<file path="config.mk">
export PLATFORM = sky130hd
export DESIGN_NAME = gf2_div
export DESIGN_NICKNAME = d
export VERILOG_FILES = /design/src/rtl/gf2_div_pkg.sv /design/src/rtl/gf2_div_deg.sv /design/src/rtl/gf2_div.sv
export SDC_FILE = /design/constraint.sdc
export NUM_CORES = 1
export LEC_CHECK = 0
export CAP_MARGIN = 0
export CORE_UTILIZATION = 35
export DETAILED_ROUTE_END_ITERATION = 10
export GPL_TIMING_DRIVEN = 0
export HOLD_SLACK_MARGIN = 0.05
export SLEW_MARGIN = 20
export SYNTH_ARGS = -nofsm -noshare
export SYNTH_HDL_FRONTEND = slang
export SYNTH_HIERARCHICAL = 1
export SYNTH_SLANG_ARGS = --single-unit
</file>
<file path="constraint.sdc">
create_clock -name clk -period 12.8 [get_ports clk]
set_input_delay 1.28 -clock clk [delete_from_list [all_inputs] [get_ports clk]]
set_output_delay 1.28 -clock clk [all_outputs]
set_load 0.01 [all_outputs]
</file>
<file path="src/rtl/gf2_div_pkg.sv">
// ============================================================================
// Module      : gf2_div_pkg
// Description : Shared constants and state encoding for the GF(2) divider.
// Revision    : 1.0 - initial release
// ============================================================================
`default_nettype none

package gf2_div_pkg;

  localparam int c_N     = 32;
  localparam int c_DEG_W = 5;
  localparam int c_ST_W  = 2;

  localparam logic [c_ST_W-1:0] c_ST_IDLE = 2'd0;
  localparam logic [c_ST_W-1:0] c_ST_RUN  = 2'd1;
  localparam logic [c_ST_W-1:0] c_ST_DONE = 2'd2;

endpackage : gf2_div_pkg

`default_nettype wire

</file>
<file path="src/rtl/gf2_div_deg.sv">
// ============================================================================
// Module      : lnz, gf2_deg
// Description : Leading-one detector and polynomial degree extractor.
// Revision    : 1.0 - initial release
// ============================================================================
`default_nettype none

module lnz
  import gf2_div_pkg::*;
#(
  parameter int N = c_N
) (
  input  logic [N-1:0] x,
  output logic [N-1:0] onehot
);

  // w_seen[i] is set when any bit above position i is one
  logic [N-1:0] w_seen;

  assign w_seen[N-1] = 1'b0;

  genvar gi;
  generate
    for (gi = N - 2; gi >= 0; gi--) begin : g_seen
      assign w_seen[gi] = w_seen[gi+1] | x[gi+1];
    end
    for (gi = 0; gi < N; gi++) begin : g_onehot
      assign onehot[gi] = x[gi] & ~w_seen[gi];
    end
  endgenerate

endmodule : lnz

module gf2_deg
  import gf2_div_pkg::*;
#(
  parameter int N = c_N
) (
  input  logic [N-1:0]       poly,
  output logic [c_DEG_W-1:0] deg,
  output logic               nonzero
);

  logic [N-1:0] w_onehot;

  lnz #(.N(N)) u_lnz (
    .x      (poly),
    .onehot (w_onehot)
  );

  always_comb begin
    deg = '0;
    for (int i = 0; i < N; i++) begin
      if (w_onehot[i]) deg = deg | c_DEG_W'(i);
    end
  end

  assign nonzero = |poly;

endmodule : gf2_deg

`default_nettype wire

</file>
<file path="src/rtl/gf2_div.sv">
// ============================================================================
// Module      : gf2_div
// Description : Iterative GF(2) polynomial divider, one reduction per cycle.
// Revision    : 1.0 - initial release
// ============================================================================
`default_nettype none

module gf2_div
  import gf2_div_pkg::*;
#(
  parameter int N = c_N
) (
  input  logic         clk,
  input  logic         reset,
  input  logic         start,
  input  logic [N-1:0] a,
  input  logic [N-1:0] b,
  output logic         busy,
  output logic         done,
  output logic [N-1:0] q,
  output logic [N-1:0] r,
  output logic         div0
);

  logic [c_ST_W-1:0]  r_state;
  logic [N-1:0]       r_rem;
  logic [N-1:0]       r_div;
  logic [N-1:0]       r_quo;
  logic               r_div0;

  logic [c_DEG_W-1:0] w_deg_r;
  logic [c_DEG_W-1:0] w_deg_b;
  logic               w_r_nz;
  logic               w_b_nz;
  logic [c_DEG_W-1:0] w_shift;

  gf2_deg #(.N(N)) u_deg_r (
    .poly    (r_rem),
    .deg     (w_deg_r),
    .nonzero (w_r_nz)
  );

  gf2_deg #(.N(N)) u_deg_b (
    .poly    (r_div),
    .deg     (w_deg_b),
    .nonzero (w_b_nz)
  );

  // Only consumed when dr >= db, so the subtraction never wraps.
  assign w_shift = w_deg_r - w_deg_b;

  always_ff @(posedge clk) begin
    if (!reset) begin
      r_state <= c_ST_IDLE;
      r_rem   <= '0;
      r_div   <= '0;
      r_quo   <= '0;
      r_div0  <= 1'b0;
    end else begin
      case (r_state)
        c_ST_IDLE: begin
          if (start) begin
            r_rem   <= a;
            r_div   <= b;
            r_quo   <= '0;
            r_div0  <= 1'b0;
            r_state <= c_ST_RUN;
          end
        end
        c_ST_RUN: begin
          if (!w_b_nz) begin
            r_div0  <= 1'b1;
            r_state <= c_ST_DONE;
          end else if (!w_r_nz || (w_deg_r < w_deg_b)) begin
            r_state <= c_ST_DONE;
          end else begin
            r_rem <= r_rem ^ (r_div << w_shift);
            r_quo <= r_quo | (N'(1) << w_shift);
          end
        end
        c_ST_DONE: begin
          r_state <= c_ST_IDLE;
        end
        default: begin
          r_state <= c_ST_IDLE;
        end
      endcase
    end
  end

  assign busy = (r_state == c_ST_RUN);
  assign done = (r_state == c_ST_DONE);
  assign q    = r_quo;
  assign r    = r_rem;
  assign div0 = r_div0;

endmodule : gf2_div

`default_nettype wire

</file>
==> impl_metrics.toml, run 1 <==
[status]
run_status = "finished, final reports clean"

[clock_network]
cts_num_sinks = 99
hold_buffers = 0
htree_num_levels = 3
worstSkewPairLatency_ps = 370
cts_resized = 0
clock-root-buffer = "sky130_fd_sc_hd__clkbuf_16"
tritoncts.num_buffers = 9
cts_tree = "yes"
cts_max_path_buffers = 2
cts.reportedPaths.clkPinSlew_ps = 80
postCtsSetupRepairBufs = 0

[timing]
worst_slew_pin_slew_ps = 1010
setup_tns_ps = 0
setup_repair_after_global_routing_missed_its_margin = "no"
finalHoldViolCount = 0
max-slew-margin-rel_pct = 32.4
post_layout_minimum_cycle_time_ps = 5770
fin_skew_ps = 13.9
max_clock_freq_mhz = 173
setup_viol_count_final = 0
final.period_utilization_pct = 45.0
finalMaxSlewViolations = 0

[yosys]
synth.yosys.warnings = 6
syn_inst = 936
netlist_area_sq_mm = 0.00758
synth_nets = 1009
syn_area_per_cell_sq_um = 8.10

[global_route]
grt_max_degree = 17
grtUsageMet2_pct = 42.3
globalRouteMet1Util_pct = 37.0
overflow = 0
first_global_vias = 7623
grt_pass1_wl_um = 45600
antenna_found_initial = 0
grtUsageTotal_pct = 27.0
grt.busiest_layer = "met2"
grt_use_met3_pct = 4.10

[die]
floorplan.die.height_um = 149
design.die.area_sq_mm = 0.0223
die_x_um = 149
core.rowCount = 53
core_area_sq_mm = 0.0212
initial_core_utilization_pct = 35.8
io-pin-count = 134

[critical_path]
critical_path_required_time_ps = 13020
worstSetupEndpointType = "register"
crit_path_start_kind = "register"
timing.critical_path.cells = "nor4_4, nand3_2, nor3_2, buf_2, and3b_1, or4_1, nor4_1, nand3_1, inv_1, ha_1, inv_1, fa_1, inv_1, buf_2, clkbuf_1, a211oi_1, nor3_1, o32ai_1, mux2i_1, a31oi_1"
cp_slowest_stage_delay_ps = 780
timing.critical_path.mode_cell = "sky130_fd_sc_hd__inv_1"
worst-path-max-fanout = 10
critical_path_class = "reg2reg"
slowest_stage = "sky130_fd_sc_hd__a211oi_1"
cp_data_arrival_time_ps = 5980
critical-path-top-delay-family = "simple AND/OR/NAND/NOR gates"
critical_path.n_buffers_inverters = 6

[place]
portBuffers = 133
gp_congestion = 0.962
count_of_placed_standard_cells_including_taps = 1344
hpwl_um = 23100

[final_layout]
diodes = 0
stdcell_count = 1359
nFillCells = 2134
final_nets = 1153
area_growth_pct = 26.3
drive_above_1_share_pct = 10.3

[min_path]
hold_path_class = "reg2reg"

[route]
via_per_inst = 6.19
vias = 8418
detail-route-antenna-nets = 0
detail_route.drc_violations = 0
drt_first_pass_iters = 5
drtIter0Drc = 857
wl_um = 30200
drt-wirelength-per-cell_um = 22.2

[job]
drv.max_cap_violation_count = 0
==> flip-flops by register name (all words and copies together) (netlist names) <==
| signal | count |
|---|---|
| div0 | 1 |
| r_state | 2 |
| r_div | 32 |
| q | 32 |
| r | 32 |
==> final cells by class <==
cell class	instances	area, sq um	share of cell area [%]
Multi-Input combinational cell	748	5210	54.4
Clock inverter	5	85.1	0.889
Buffer	71	324	3.38
Sequential cell	99	1980	20.7
Inverter	18	67.6	0.706
Clock buffer	10	229	2.39
Timing Repair Buffer	133	1330	13.9
Tap cell	275	344	3.59
==> worst min-delay path: stages, from the launching register on <==
cell,delay [ps]
sky130_fd_sc_hd__dfxtp_1,330
sky130_fd_sc_hd__a31oi_1,40
sky130_fd_sc_hd__nor2_1,70
==> worst paths after layout <==
check             startpoint    end  slack (ps)  cells past startpoint
setup / recovery       r[31]  r[26]        7030                     20
hold / removal         q[14]  q[14]         480                      2
setup reg to reg       r[31]  r[26]        7030                     20
hold reg to reg        q[14]  q[14]         480                      2
==> layer usage <==
layer,vias up,share of wire (%)
met4,0,3.4
met2,423,45
met3,58,8.2
met5,-,0
met1,4026,43
li1,3911,-
==> through the flow <==
step | worst slack [ps] | util [%] | hold slack (ps) | cell area, sq um
finish | 7030 | 45.3 | 478 | 9580
detailed placement | 7210 | 43.8 | 462 | 9260
global route | 6850 | 45.3 | 512 | 9580
global placement | 7260 | 43.8 | 450 | 9260
floorplan | 8320 | - | 479 | 7580
CTS | 7140 | 45.3 | 478 | 9580
==> cell usage in the layout (no fill, tap or decap), types with 6 or more instances in the layout <==
cell                              count
sky130_fd_sc_hd__clkdlybuf4s50_1    133
sky130_fd_sc_hd__dfxtp_1             99
sky130_fd_sc_hd__buf_4                8
sky130_fd_sc_hd__o311ai_0             6
sky130_fd_sc_hd__buf_2               10
sky130_fd_sc_hd__o221a_2              8
sky130_fd_sc_hd__mux2_2              23
sky130_fd_sc_hd__o21ai_0             17
sky130_fd_sc_hd__a21oi_1             57
sky130_fd_sc_hd__nand4_1             19
sky130_fd_sc_hd__inv_1               17
sky130_fd_sc_hd__and4b_1             10
sky130_fd_sc_hd__clkbuf_1            52
sky130_fd_sc_hd__clkbuf_16            9
sky130_fd_sc_hd__nand2_1            107
sky130_fd_sc_hd__nor4_1              32
sky130_fd_sc_hd__and4_1               8
sky130_fd_sc_hd__nand3_1             14
sky130_fd_sc_hd__or4_1               10
sky130_fd_sc_hd__o211ai_1            11
sky130_fd_sc_hd__nor4b_1              6
sky130_fd_sc_hd__and3_1              20
sky130_fd_sc_hd__mux2i_1             37
sky130_fd_sc_hd__o21a_1               8
sky130_fd_sc_hd__mux4_2              23
sky130_fd_sc_hd__or3_1               11
sky130_fd_sc_hd__nor3_1              28
sky130_fd_sc_hd__a31oi_1             31
sky130_fd_sc_hd__a211oi_1            10
sky130_fd_sc_hd__and2_1              12
sky130_fd_sc_hd__a41oi_1             22
sky130_fd_sc_hd__nor2_1             107
Power of run 1 is not shown: default switching activity piles up to over one toggle a cycle in this logic, so the estimate is an artifact.
==> run 2, diff against run 1 <==
==> constraint.sdc (replaced) <==
create_clock -name clk -period 5.7 [get_ports clk]
set_input_delay 0.57 -clock clk [delete_from_list [all_inputs] [get_ports clk]]
set_output_delay 0.57 -clock clk [all_outputs]
set_load 0.01 [all_outputs]
==> impl_metrics.toml, run 2 (synthesized netlist as in run 1, its figures left out) <==
[route]
detail_route.drc_violations = 0
drt_first_pass_iters = 7
vias = 8408
detail-route-antenna-nets = 0
wl_um = 30200
via_per_inst = 6.19
drt-wirelength-per-cell_um = 22.2
drtIter0Drc = 859

[min_path]
hold_path_class = "reg2reg"
timing.hold.worst.start = "q[14]"
holdPathStages = 2
min_delay_worst_endpoint = "q[14]"

[die]
die_x_um = 149
core_area_sq_mm = 0.0212
core.rowCount = 53
initial_core_utilization_pct = 35.8
design.die.area_sq_mm = 0.0223
io-pin-count = 134
floorplan.die.height_um = 149

[critical_path]
slowest_stage = "sky130_fd_sc_hd__o32ai_1"
setup.worst_path.start = "r[31]"
ff2ff_setup_slack_ps = 100
worstSetupEndpointType = "register"
critical_path.n_buffers_inverters = 4
r2r-start = "r[31]"
r2r_end = "r[27]"
cp_data_arrival_time_ps = 5820
critical_path_required_time_ps = 5910
cp_slowest_stage_delay_ps = 620
critical_path_class = "reg2reg"
r2r_cells = 19
timing.critical_path.mode_cell = "sky130_fd_sc_hd__inv_1"
crit_path_start_kind = "register"
worst-path-max-fanout = 10
timing.critical_path.cells = "nor4_4, nand3_2, nor3_2, buf_2, and3b_1, or4_1, nor4_1, nand3_1, inv_1, ha_1, inv_1, fa_1, clkbuf_1, mux4_2, and2_1, nor3_1, o32ai_1, mux2i_1, a31oi_1"
critical-path-top-delay-family = "simple AND/OR/NAND/NOR gates"

[clock_network]
tritoncts.num_buffers = 9
cts_num_sinks = 99
cts_tree = "yes"
cts.reportedPaths.clkPinSlew_ps = 80
clock-root-buffer = "sky130_fd_sc_hd__clkbuf_16"
worstSkewPairLatency_ps = 360
cts_max_path_buffers = 2
htree_num_levels = 3

[timing]
postLayoutSetupSlackWorst_ps = 95.9
finalMaxSlewViolations = 0
setup_viol_count_final = 0
fin_skew_ps = 12.4
max_clock_freq_mhz = 178
max-slew-margin-rel_pct = 36.0
final.period_utilization_pct = 98.3
worst_slew_pin_slew_ps = 952
post_layout_minimum_cycle_time_ps = 5600
finalHoldViolCount = 0
setup_repair_after_global_routing_missed_its_margin = "yes"

[final_layout]
final_nets = 1153
diodes = 0
nFillCells = 2130
multi_input_area_sq_mm = 0.00523
area_growth_pct = 26.6
drive_above_1_share_pct = 10.6
final_cell_mix = "133 x sky130_fd_sc_hd__clkdlybuf4s50_1, 107 x sky130_fd_sc_hd__nand2_1, 107 x sky130_fd_sc_hd__nor2_1"
most_common_cell_after_layout_fill_and_taps_aside = "sky130_fd_sc_hd__clkdlybuf4s50_1"
final-seq-area_sq_mm = 0.00198

[global_route]
antenna_found_initial = 0
grt_pass1_wl_um = 45600
overflow = 0
first_global_vias = 7623
grtUsageTotal_pct = 27.0
grt_max_degree = 17

[place]
gp_congestion = 0.962
place_ws_ps = 107
portBuffers = 133
hpwl_um = 23100

[status]
run_status = "finished, final reports clean"

[job]
drv.max_cap_violation_count = 0
run 2: cell counts in the layout (fill, tap and decap cells not counted):
Identical to the previous run, type by type.
run 2: metal layers:
layer / part of all wire [%] / vias to the layer above / global-route usage (%)
li1: - / 3919 / -
met1: 43 / 4019 / 37.0
met2: 46 / 413 / 42.3
met3: 7.7 / 57 / 4.10
met4: 3.4 / 0 / 11.0
met5: 0 / - / 0
run 2: metrics by stage:
stage / cells / cell area (sq um) / TNS (ps) / hold WS [ps] / utilization (%)
2_1_floorplan: 936 / 7580 / 0 / 479 / -
3_3_place_gp: 1344 / 9260 / 0 / 450 / 43.8
3_5_place_dp: 1344 / 9260 / 0 / 462 / 43.8
4_1_cts: 1359 / 9580 / 0 / 478 / 45.3
5_1_grt: 1359 / 9600 / -30.0 / 512 / 45.4
6_report: 1359 / 9600 / 0 / 476 / 45.4
run 2: worst register-to-register path: stages (launching register included):
cell                       delay (ps)
sky130_fd_sc_hd__dfxtp_1          600
sky130_fd_sc_hd__nor4_4           120
sky130_fd_sc_hd__nand3_2          140
sky130_fd_sc_hd__nor3_2            70
sky130_fd_sc_hd__buf_2            160
sky130_fd_sc_hd__and3b_1          200
sky130_fd_sc_hd__or4_1            530
sky130_fd_sc_hd__nor4_1           240
sky130_fd_sc_hd__nand3_1          230
sky130_fd_sc_hd__inv_1            110
sky130_fd_sc_hd__ha_1             170
sky130_fd_sc_hd__inv_1             60
sky130_fd_sc_hd__fa_1             510
sky130_fd_sc_hd__clkbuf_1         540
sky130_fd_sc_hd__mux4_2           380
sky130_fd_sc_hd__and2_1           310
sky130_fd_sc_hd__nor3_1           100
sky130_fd_sc_hd__o32ai_1          620
sky130_fd_sc_hd__mux2i_1          260
sky130_fd_sc_hd__a31oi_1           90
run 2: area by class of cell:
| type | instances | share of cell area (%) |
|---|---|---|
| multi-input cells | 748 | 54.5 |
| flip-flops and latches | 99 | 20.6 |
| repair buffers | 133 | 13.9 |
| well taps | 275 | 3.58 |
| plain buffers | 71 | 3.39 |
| clock buffers | 10 | 2.39 |
| clock inverters | 5 | 0.886 |
| inverters | 18 | 0.704 |
run 2: timing repair:
item                                    CTS  global route
buffers inserted                          0             0
resized for setup                         0             5
endpoints found under the setup margin    0             5
hold buffers                              0             0
run 2: how the worst max path moves through the flow:
| stage | slack [ps] | to | depth (start not counted) |
|---|---|---|---|
| after floorplan | 1220 | r[25] | 19 |
| after global placement | 160 | r[26] | 20 |
| after detailed placement | 110 | r[26] | 20 |
| after CTS | 40 | r[26] | 20 |
| after global routing | -30 | r[17] | 19 |
| final | 100 | r[27] | 19 |
Power of run 2 is left out for the same reason.
==> run 3, diff against run 2 <==
--- a/config.mk
+++ b/config.mk
@@ -10,6 +10,7 @@
 export DETAILED_ROUTE_END_ITERATION = 10
 export GPL_TIMING_DRIVEN = 0
 export HOLD_SLACK_MARGIN = 0.05
+export PLACE_DENSITY_LB_ADDON = 0.15
 export SLEW_MARGIN = 20
 export SYNTH_ARGS = -nofsm -noshare
 export SYNTH_HDL_FRONTEND = slang
==> constraint.sdc (replaced) <==
create_clock -name clk -period 5.2 [get_ports clk]
set_input_delay 0.52 -clock clk [delete_from_list [all_inputs] [get_ports clk]]
set_output_delay 0.52 -clock clk [all_outputs]
set_load 0.01 [all_outputs]
==> impl_metrics.toml, run 3 (synthesized netlist as in run 1, its figures left out) <==
[status]
run_status = "finished, final reports clean"

[critical_path]
setup.worst_path.start = "r_div[17]"
slowest_stage = "sky130_fd_sc_hd__or4_1"
total_number_of_cells_along_the_worst_setup_path = 18
critical_path.n_buffers_inverters = 5
crit_path_start_kind = "register"
critical_path_required_time_ps = 5460
critPathCapture = "r[25]"
ff2ff_setup_slack_ps = 150
r2r_cells = 18
worstSetupEndpointType = "register"
critical_path_class = "reg2reg"
critical-path-top-delay-family = "simple AND/OR/NAND/NOR gates"
cp_slowest_stage_delay_ps = 530
r2r-start = "r_div[17]"
worst-path-max-fanout = 10
cp_data_arrival_time_ps = 5310
timing.critical_path.cells = "nor4_1, nand3b_1, nor3_2, buf_2, and3b_1, or4_1, nor4_1, nand3_1, ha_1, inv_1, fa_1, inv_1, buf_4, clkbuf_4, mux2_2, a21oi_1, o221ai_1, a32o_1"
r2r_end = "r[25]"

[global_route]
overflow = 0
grt_max_degree = 20
grtUsageTotal_pct = 27.3
grt_pass1_wl_um = 46200
antenna_found_initial = 0
first_global_vias = 7731

[die]
floorplan.die.height_um = 149
core_area_sq_mm = 0.0212
io-pin-count = 134
design.die.area_sq_mm = 0.0223
initial_core_utilization_pct = 35.8
die_x_um = 149
core.rowCount = 53

[timing]
finalHoldViolCount = 0
worst_slew_pin_slew_ps = 1230
final.period_utilization_pct = 97.1
max_clock_freq_mhz = 198
post_layout_minimum_cycle_time_ps = 5050
setup_repair_after_global_routing_missed_its_margin = "yes"
setup_viol_count_final = 0
max-slew-margin-rel_pct = 17.8
finalMaxSlewViolations = 0
fin_skew_ps = 11.0

[clock_network]
cts_max_path_buffers = 2
worstSkewPairLatency_ps = 370
cts_num_sinks = 99
tritoncts.num_buffers = 9
clock-root-buffer = "sky130_fd_sc_hd__clkbuf_16"
htree_num_levels = 3
cts_tree = "yes"
cts.reportedPaths.clkPinSlew_ps = 80

[final_layout]
final_nets = 1153
area_growth_pct = 28.4
stdcell_count = 1360
layout.core_utilization_pct = 46.0
drive_above_1_share_pct = 14.7
final_cell_mix = "133 x sky130_fd_sc_hd__clkdlybuf4s50_1, 108 x sky130_fd_sc_hd__nor2_1, 106 x sky130_fd_sc_hd__nand2_1"
diodes = 0
most_common_cell_after_layout_fill_and_taps_aside = "sky130_fd_sc_hd__clkdlybuf4s50_1"

[route]
detail_route.drc_violations = 0
drtIter0Drc = 778
detail-route-antenna-nets = 0
drt-wirelength-per-cell_um = 22.4
wl_um = 30500
vias = 8481
drt_first_pass_iters = 7
via_per_inst = 6.24

[place]
hpwl_um = 23200
count_of_placed_standard_cells_including_taps = 1344
portBuffers = 133
gp_congestion = 0.981

[job]
drv.max_cap_violation_count = 0

[min_path]
holdPathStages = 2
hold_path_class = "reg2reg"
-- run 3: worst min path at each step --
| stage | slack (ps) | to | startpoint |
|---|---|---|---|
| 3_3_place_gp | 450 | q[4] | q[4] |
| 6_report | 480 | q[11] | q[11] |
| 2_1_floorplan | 480 | r_div[22] | r_div[22] |
| 3_5_place_dp | 460 | q[15] | q[15] |
| 5_1_grt | 510 | q[12] | q[12] |
| 4_1_cts | 480 | q[15] | q[15] |
-- run 3: what timing repair did --
item / 4_1_cts / 5_1_grt
pin swaps: 0 / 0
cloned: 0 / 0
gates resized for setup: 14 / 50
hold buffers: 0 / 0
endpoints found under the hold margin: 0 / 0
endpoints found under the setup margin: 16 / 60
buffers inserted: 0 / 0
-- run 3: metal layers --
metal  vias to the layer above  share of wire [%]  global-route usage (%)
met4                         0                3.1                    10.5
met3                        60                6.9                    4.31
met1                      4102                 43                    36.3
li1                       3917                  -                       -
met5                         -                  0                       0
met2                       402                 47                    44.2
-- run 3: metrics by stage --
step | setup TNS (ps) | setup slack, ps | hold WS, ps | cell area, sq um
after CTS | 0 | 14.7 | 478 | 9640
after floorplan | 0 | 724 | 479 | 7580
after detailed placement | -1470 | -366 | 458 | 9260
final | 0 | 152 | 476 | 9740
after global routing | -82.7 | -33.2 | 507 | 9740
after global placement | -1310 | -346 | 448 | 9260
-- run 3: final cells by class --
cell class	instances	area, sq um
fillers	2154	11400
multi-input cells	748	5320
flip-flops and latches	99	2010
repair buffers	133	1330
well taps	275	344
plain buffers	71	342
clock buffers	9	225
clock inverters	7	96.3
inverters	18	67.6
-- run 3: worst register-to-register path, cell delays in order (launching register included) --
cell and delay (ps):
sky130_fd_sc_hd__dfxtp_1 500, sky130_fd_sc_hd__nor4_1 160, sky130_fd_sc_hd__nand3b_1 140, sky130_fd_sc_hd__nor3_2 60, sky130_fd_sc_hd__buf_2 160, sky130_fd_sc_hd__and3b_1 200
sky130_fd_sc_hd__or4_1 530, sky130_fd_sc_hd__nor4_1 230, sky130_fd_sc_hd__nand3_1 180, sky130_fd_sc_hd__ha_1 240, sky130_fd_sc_hd__inv_1 70, sky130_fd_sc_hd__fa_1 440
sky130_fd_sc_hd__inv_1 230, sky130_fd_sc_hd__buf_4 280, sky130_fd_sc_hd__clkbuf_4 280, sky130_fd_sc_hd__mux2_2 420, sky130_fd_sc_hd__a21oi_1 320, sky130_fd_sc_hd__o221ai_1 220
sky130_fd_sc_hd__a32o_1 320
Power of run 3 is left out for the same reason.
